[config.mk]
export PLATFORM = sky130hd
export DESIGN_NAME = mdu_iter
export DESIGN_NICKNAME = d
export VERILOG_FILES = /design/src/rtl/mdu_iter_pkg.sv /design/src/rtl/mdu_signfix.sv /design/src/rtl/mdu_iter.sv
export SDC_FILE = /design/constraint.sdc
export NUM_CORES = 2
export LEC_CHECK = 0
export ABC_AREA = 0
export BUFFER_PORTS_ARGS = -buffer_cell sky130_fd_sc_hd__buf_2
export CAP_MARGIN = 10
export CORE_AREA = 5 5 327 329
export DETAILED_ROUTE_END_ITERATION = 8
export DIE_AREA = 0 0 332 334
export SYNTH_ARGS = -nofsm -noshare
export SYNTH_HDL_FRONTEND = slang
export SYNTH_SLANG_ARGS = --single-unit
[constraint.sdc]
create_clock -name clk -period 14.36 [get_ports clk]
set_clock_uncertainty 0.15 [all_clocks]
set_input_delay 2.872 -clock clk [delete_from_list [all_inputs] [get_ports clk]]
set_output_delay 2.872 -clock clk [all_outputs]
set_load 0.02 [all_outputs]
[src/rtl/mdu_iter_pkg.sv]
// mdu_iter_pkg: shared widths, op codes, FSM states and op-class helpers for the iterative multiply/divide unit
package mdu_iter_pkg;
  localparam int REG_BUS = 64;
  localparam int MDU_XLEN = REG_BUS;
  localparam int MDU_CNT_W = 7;
  localparam logic [3:0] OP_MUL = 4'd0;
  localparam logic [3:0] OP_MULH = 4'd1;
  localparam logic [3:0] OP_MULHSU = 4'd2;
  localparam logic [3:0] OP_MULHU = 4'd3;
  localparam logic [3:0] OP_DIV = 4'd4;
  localparam logic [3:0] OP_DIVU = 4'd5;
  localparam logic [3:0] OP_REM = 4'd6;
  localparam logic [3:0] OP_REMU = 4'd7;
  localparam logic [3:0] OP_MULW = 4'd8;
  localparam logic [3:0] OP_DIVW = 4'd9;
  localparam logic [3:0] OP_DIVUW = 4'd10;
  localparam logic [3:0] OP_REMW = 4'd11;
  localparam logic [3:0] OP_REMUW = 4'd12;
  typedef enum logic [1:0] {MDU_IDLE, MDU_CALC, MDU_FIX, MDU_DONE} mdu_state_e;
  function automatic logic op_w(input logic [3:0] op);
    return op >= OP_MULW && op <= OP_REMUW;
  endfunction
  function automatic logic op_div(input logic [3:0] op);
    return (op >= OP_DIV && op <= OP_REMU) || (op >= OP_DIVW && op <= OP_REMUW);
  endfunction
  function automatic logic op_rem(input logic [3:0] op);
    return op == OP_REM || op == OP_REMU || op == OP_REMW || op == OP_REMUW;
  endfunction
  function automatic logic op_sgn2(input logic [3:0] op);
    return op == OP_MULH || op == OP_DIV || op == OP_REM || op == OP_DIVW || op == OP_REMW;
  endfunction
  function automatic logic op_sgn1(input logic [3:0] op);
    return op_sgn2(op) || op == OP_MULHSU;
  endfunction
  function automatic logic op_rsvd(input logic [3:0] op);
    return op > OP_REMUW;
  endfunction
endpackage

[src/rtl/mdu_signfix.sv]
// mdu_signfix: operand extension/absolute value at entry and final negation/result selection at fix
module mdu_signfix
  import mdu_iter_pkg::*;
#(
  parameter int XLEN = MDU_XLEN
) (
  input  logic [3:0]        op,
  input  logic [XLEN-1:0]   opnum1,
  input  logic [XLEN-1:0]   opnum2,
  output logic [XLEN-1:0]   ext1,
  output logic [XLEN-1:0]   ext2,
  output logic [XLEN-1:0]   abs1,
  output logic [XLEN-1:0]   abs2,
  output logic              neg1,
  output logic              neg2,
  input  logic [3:0]        fix_op,
  input  logic              fix_neg,
  input  logic [2*XLEN-1:0] acc,
  output logic [XLEN-1:0]   fix_res
);
  logic [2*XLEN-1:0] prod;
  logic [2*XLEN-1:0] sprod;
  logic [XLEN-1:0] qr;
  logic [XLEN-1:0] sqr;
  logic [XLEN-1:0] raw;
  always_comb begin
    ext1 = op_w(op) ? (op_sgn1(op) ? {{(XLEN-32){opnum1[31]}}, opnum1[31:0]} : {{(XLEN-32){1'b0}}, opnum1[31:0]}) : opnum1;
    ext2 = op_w(op) ? (op_sgn2(op) ? {{(XLEN-32){opnum2[31]}}, opnum2[31:0]} : {{(XLEN-32){1'b0}}, opnum2[31:0]}) : opnum2;
    neg1 = op_sgn1(op) & ext1[XLEN-1];
    neg2 = op_sgn2(op) & ext2[XLEN-1];
    abs1 = neg1 ? -ext1 : ext1;
    abs2 = neg2 ? -ext2 : ext2;
    prod = op_w(fix_op) ? acc >> 32 : acc;
    sprod = fix_neg ? -prod : prod;
    qr = op_rem(fix_op) ? acc[2*XLEN-1:XLEN] : acc[XLEN-1:0];
    sqr = fix_neg ? -qr : qr;
    raw = op_div(fix_op) ? sqr : (fix_op == OP_MUL || op_w(fix_op)) ? sprod[XLEN-1:0] : sprod[2*XLEN-1:XLEN];
    fix_res = op_w(fix_op) ? {{(XLEN-32){raw[31]}}, raw[31:0]} : raw;
  end
endmodule

[src/rtl/mdu_iter.sv]
// mdu_iter: iterative RV64M multiply/divide unit with valid/ready handshake and flush
module mdu_iter
  import mdu_iter_pkg::*;
#(
  parameter int XLEN  = MDU_XLEN,
  parameter int CNT_W = MDU_CNT_W
) (
  input  logic            clk,
  input  logic            rst_n,
  input  logic            in_valid,
  output logic            in_ready,
  input  logic [3:0]      op,
  input  logic [XLEN-1:0] opnum1,
  input  logic [XLEN-1:0] opnum2,
  input  logic            flush,
  output logic            out_valid,
  input  logic            out_ready,
  output logic [XLEN-1:0] result,
  output logic            busy
);
  mdu_state_e state, state_d;
  logic [3:0] op_q;
  logic neg_q;
  logic [XLEN-1:0] opb_q;
  logic [2*XLEN-1:0] acc;
  logic [CNT_W-1:0] cnt;
  logic [XLEN-1:0] ext1, ext2, abs1, abs2, fix_res;
  logic neg1, neg2;
  logic accept, dz, ovf, special;
  logic [XLEN-1:0] sp_val, sp_res;
  logic [XLEN:0] mul_sum, div_diff;
  logic [2*XLEN-1:0] mul_nxt, div_nxt;
  mdu_signfix #(.XLEN(XLEN)) u_signfix (
    .op      (op),
    .opnum1  (opnum1),
    .opnum2  (opnum2),
    .ext1    (ext1),
    .ext2    (ext2),
    .abs1    (abs1),
    .abs2    (abs2),
    .neg1    (neg1),
    .neg2    (neg2),
    .fix_op  (op_q),
    .fix_neg (neg_q),
    .acc     (acc),
    .fix_res (fix_res)
  );
  assign in_ready = state == MDU_IDLE;
  assign busy = state != MDU_IDLE;
  assign out_valid = state == MDU_DONE;
  assign accept = in_valid && in_ready && !flush;
  always_comb begin
    dz = op_div(op) && ext2 == '0;
    ovf = op_div(op) && op_sgn1(op) && &ext2 &&
          ext1 == (op_w(op) ? {{(XLEN-31){1'b1}}, {31{1'b0}}} : {1'b1, {(XLEN-1){1'b0}}});
    special = dz || ovf || op_rsvd(op);
    sp_val = op_rsvd(op) ? '0 : dz ? (op_rem(op) ? ext1 : {XLEN{1'b1}}) : (op_rem(op) ? '0 : ext1);
    sp_res = op_w(op) ? {{(XLEN-32){sp_val[31]}}, sp_val[31:0]} : sp_val;
    mul_sum = {1'b0, acc[2*XLEN-1:XLEN]} + (acc[0] ? {1'b0, opb_q} : {(XLEN+1){1'b0}});
    mul_nxt = {mul_sum, acc[XLEN-1:1]};
    div_diff = acc[2*XLEN-1:XLEN-1] - {1'b0, opb_q};
    div_nxt = {div_diff[XLEN] ? acc[2*XLEN-2:XLEN-1] : div_diff[XLEN-1:0], acc[XLEN-2:0], ~div_diff[XLEN]};
  end
  always_comb begin
    state_d = state;
    if (flush) state_d = MDU_IDLE;
    else if (state == MDU_IDLE) state_d = in_valid ? (special ? MDU_DONE : MDU_CALC) : MDU_IDLE;
    else if (state == MDU_CALC) state_d = cnt == CNT_W'(1) ? MDU_FIX : MDU_CALC;
    else if (state == MDU_FIX) state_d = MDU_DONE;
    else state_d = out_ready ? MDU_IDLE : MDU_DONE;
  end
  always_ff @(posedge clk or negedge rst_n)
    if (!rst_n) state <= MDU_IDLE;
    else state <= state_d;
  always_ff @(posedge clk or negedge rst_n)
    if (!rst_n) begin
      op_q <= '0;
      neg_q <= 1'b0;
      opb_q <= '0;
      acc <= '0;
      cnt <= '0;
      result <= '0;
    end else if (accept) begin
      op_q <= op;
      neg_q <= op_rem(op) ? neg1 : neg1 ^ neg2;
      cnt <= op_w(op) ? CNT_W'(32) : CNT_W'(XLEN);
      opb_q <= op_div(op) ? abs2 : abs1;
      acc <= {{XLEN{1'b0}}, op_div(op) ? (op_w(op) ? {abs1[31:0], {(XLEN-32){1'b0}}} : abs1) : abs2};
      result <= special ? sp_res : result;
    end else if (state == MDU_CALC) begin
      cnt <= cnt - CNT_W'(1);
      acc <= op_div(op_q) ? div_nxt : mul_nxt;
    end else if (state == MDU_FIX && !flush) begin
      result <= fix_res;
    end
endmodule

==> impl_metrics.env <==
export IMPL_status="finished, final reports clean"
export IMPL_routed_wl_mm=221
export IMPL_synth_cell_types=107
export IMPL_leakage_uw=0.0165
export IMPL_die_w_um=332
export IMPL_combPwrFrac_pct=72.6
export IMPL_clk_pin_slew_ns=0.06
export IMPL_slowest_delay_ns=1.23
export IMPL_syn_inst=5448
export IMPL_yosysTopAreaCell="dfrtp_1"
export IMPL_powerDensity_nw_per_um2=241
export IMPL_ant_nets=0
export IMPL_worstPathArrival_ns=8.01
export IMPL_track_usage_pct=37.2
export IMPL_place_gp_congestion=1.15
export IMPL_start_kind="primary input"
export IMPL_crit_path_end_kind="flip-flop"
export IMPL_drt_vias_per_instance=7.03
export IMPL_crit_end="result[4]"
export IMPL_routedWlPerCell_um=32.8
export IMPL_syn_nets=5722
export IMPL_synth_seq_area_share_pct=17.7
export IMPL_synth_top_area_share_pct=17.7
export IMPL_p_int_uw=3960
export IMPL_worst_pin_slew_ns=1.39
export IMPL_syn_area_per_cell_sq_um=7.00
export IMPL_drive_above_1_share_pct=10.2
export IMPL_pin_count=204
export IMPL_finalSetupTns_ns=0
export IMPL_async_flop_share_pct=100
export IMPL_fin_nets=5587
export IMPL_syn_area_sq_um=38100
export IMPL_hpwl_mm=168
export IMPL_cap_violations=0
export IMPL_ys_top_cells_by_count="nand2_1 (587), a21oi_1 (517), nor2_1 (442)"
export IMPL_crit_family="simple AND/OR/NAND/NOR gates"
export IMPL_core_area_sq_um=103000
export IMPL_cp_max_fo=82
export IMPL_post_cts_buffers=0
export IMPL_cp_num_buf_inv=3
export IMPL_cts_tree="yes"
export IMPL_num_vias=47344
export IMPL_clockBufferDepth=3
export IMPL_initial_core_util_pct=36.9
export IMPL_die_area_sq_um=111000
export IMPL_cts_buffers_inserted=38
export IMPL_cts_hold_buf=0
export IMPL_root_buffer="clkbuf_16"
export IMPL_post_route_drc_count=0
export IMPL_finalSetupViolCount=0
export IMPL_synth_edf_count=0
export IMPL_clock_sinks=270
export IMPL_swShare_pct=60.0
export IMPL_grt_max_degree=136
export IMPL_htree_levels=2
export IMPL_seqPwrFrac_pct=17.5
export IMPL_worstSetupStartpoint="op[3]"
export IMPL_synth_flop_cell="dfrtp_1"
export IMPL_min_period_over_period_pct=53.3
export IMPL_r2r_slack_ns=7.14
export IMPL_drv_slew=0
export IMPL_synth_area_leaders="dfrtp_1 (18%), a21oi_1 (6.8%), nand2_1 (5.8%), o21ai_0 (5.8%), xnor2_1 (4.6%)"
export IMPL_die_y_um=334
export IMPL_yosysWarnings=0
export IMPL_post_route_min_period_ns=7.66
export IMPL_hold_violations=0
export IMPL_drt_iter0_drc=8228
export IMPL_reg2reg_to="result[48]"
export IMPL_post_route_util_pct=39.9
export IMPL_p_sw_uw=5940
export IMPL_path_class="in2reg"
export IMPL_hp_class="reg2reg"
export IMPL_syn2layout_area_growth_pct=7.99
export IMPL_grt_pass1_vias=41885
export IMPL_required_ns=14.71
export IMPL_grt_overflow=0
export IMPL_yosysMostFrequentCell="nand2_1"
export IMPL_worstReg2RegStart="op_q[2]"
export IMPL_p_clk_share_pct=9.9
export IMPL_cp_cell_sequence="buf_2 -> o21ai_0 -> xor2_4 -> buf_4 -> a21oi_1 -> and4_1 -> nor3_1 -> a21o_2 -> buf_4 -> nor4_1 -> a21oi_1 -> o211ai_1"
export IMPL_irDropWorstVdd_mv=0.210
export IMPL_clock_latency_ns=0.60
export IMPL_ctsResizeCount=0
export IMPL_rsz0062_at_grt="no"
export IMPL_slowest_stage="nor4_1"
export IMPL_path_depth=12
export IMPL_first_pass_iters=8
export IMPL_num_rows=118
export IMPL_reg2reg_depth=16
export IMPL_port_buffers=203
export IMPL_grt_pass1_wl_mm=308
export IMPL_relSlewSlack_pct=6.47
export IMPL_synth_seq_cells=270
export IMPL_antenna_found_initial=17
export IMPL_fmax_mhz=131
[stage by stage]
step	setup WS [ns]	instances	hold WS (ns)	area, sq um	total power, uW
floorplan	8.00	5448	0.314	38100	5950
global placement	6.64	6650	0.313	39900	8430
detailed placement	6.50	6650	0.320	39900	8450
CTS	7.10	6717	0.332	41100	9450
global route	6.66	6720	0.348	41100	10200
finish	6.70	6732	0.332	41200	9900
[tightest hold or removal path, cell delays in order (launching register included)]
cell     delay [ns]
dfrtp_1        0.34
nand2_1        0.05
o21ai_0        0.06
[logic make-up (layout without fill, tap and decap cells)]
group	Yosys count	count (layout)	synth area share, %
xor+xnor	357	357	8.20
other cells	0	12	0
mux	126	126	3.39
simple gates	1898	1898	24.5
fa+ha+maj	148	148	4.83
compound gates	1977	1977	34.0
flops	270	270	17.7
buf+inv	672	564	7.32
[cells in the final DEF, fill, tap and decap left out, drive strengths merged, types with 55 or more instances in the layout]
| cell | n |
|---|---|
| nand2 | 587 |
| a21oi | 517 |
| o21ai | 445 |
| nor2 | 443 |
| buf | 343 |
| dfrtp | 270 |
| xnor2 | 200 |
| xor2 | 157 |
| inv | 153 |
| nor3 | 144 |
| ha | 135 |
| nand3 | 119 |
| a31oi | 116 |
| mux2i | 110 |
| and2 | 98 |
| nor4 | 94 |
| a21o | 89 |
| nand4 | 84 |
| o211ai | 69 |
| o221ai | 64 |
| o31ai | 64 |
| a211oi | 58 |
| a221oi | 56 |
| or3 | 55 |
[area by class of cell]
class                           count  area, sq um
Inverter                          154          578
Sequential cell                   270         6760
Antenna cell                       12         30.0
Tap cell                         1380         1730
Clock inverter                     16          168
Timing Repair Buffer              343         2100
Fill cell                       10945        62000
Multi-Input combinational cell   4506        28700
Clock buffer                       51         1080
[worst min-delay path by stage]
stage	from	end	slack, ns	depth (start not counted)
final	result[16]	result[16]	0.33	2
after detailed placement	result[25]	result[25]	0.32	2
after CTS	result[25]	result[25]	0.33	2
after global placement	result[25]	result[25]	0.31	2
after global routing	result[25]	result[25]	0.35	2
after floorplan	opb_q[20]	opb_q[20]	0.31	2
[state kept, by name, summed over array words and instances, names as in the netlist]
name    cells
acc       128
cnt         7
neg_q       1
op_q        4
opb_q      64
result     64
state       2
[metal layers]
metal / track usage [%] / up-vias / wire [um]
met4: 25.0 / 10 / 20500
met1: 47.7 / 22450 / 83200
met5: 0.0426 / - / 153
met2: 52.3 / 3831 / 86300
li1: - / 20084 / -
met3: 13.1 / 969 / 30800
[power groups by stage]
stage / clock network, uW / registers, uW / logic, uW
final: 984 / 1730 / 7180
after global routing: 1010 / 1710 / 7450
after CTS: 980 / 1670 / 6800
after detailed placement: 0 / 1680 / 6770
after global placement: 0 / 1680 / 6740
after floorplan: 0 / 1350 / 4600
Power figures use the tool's default switching activity.
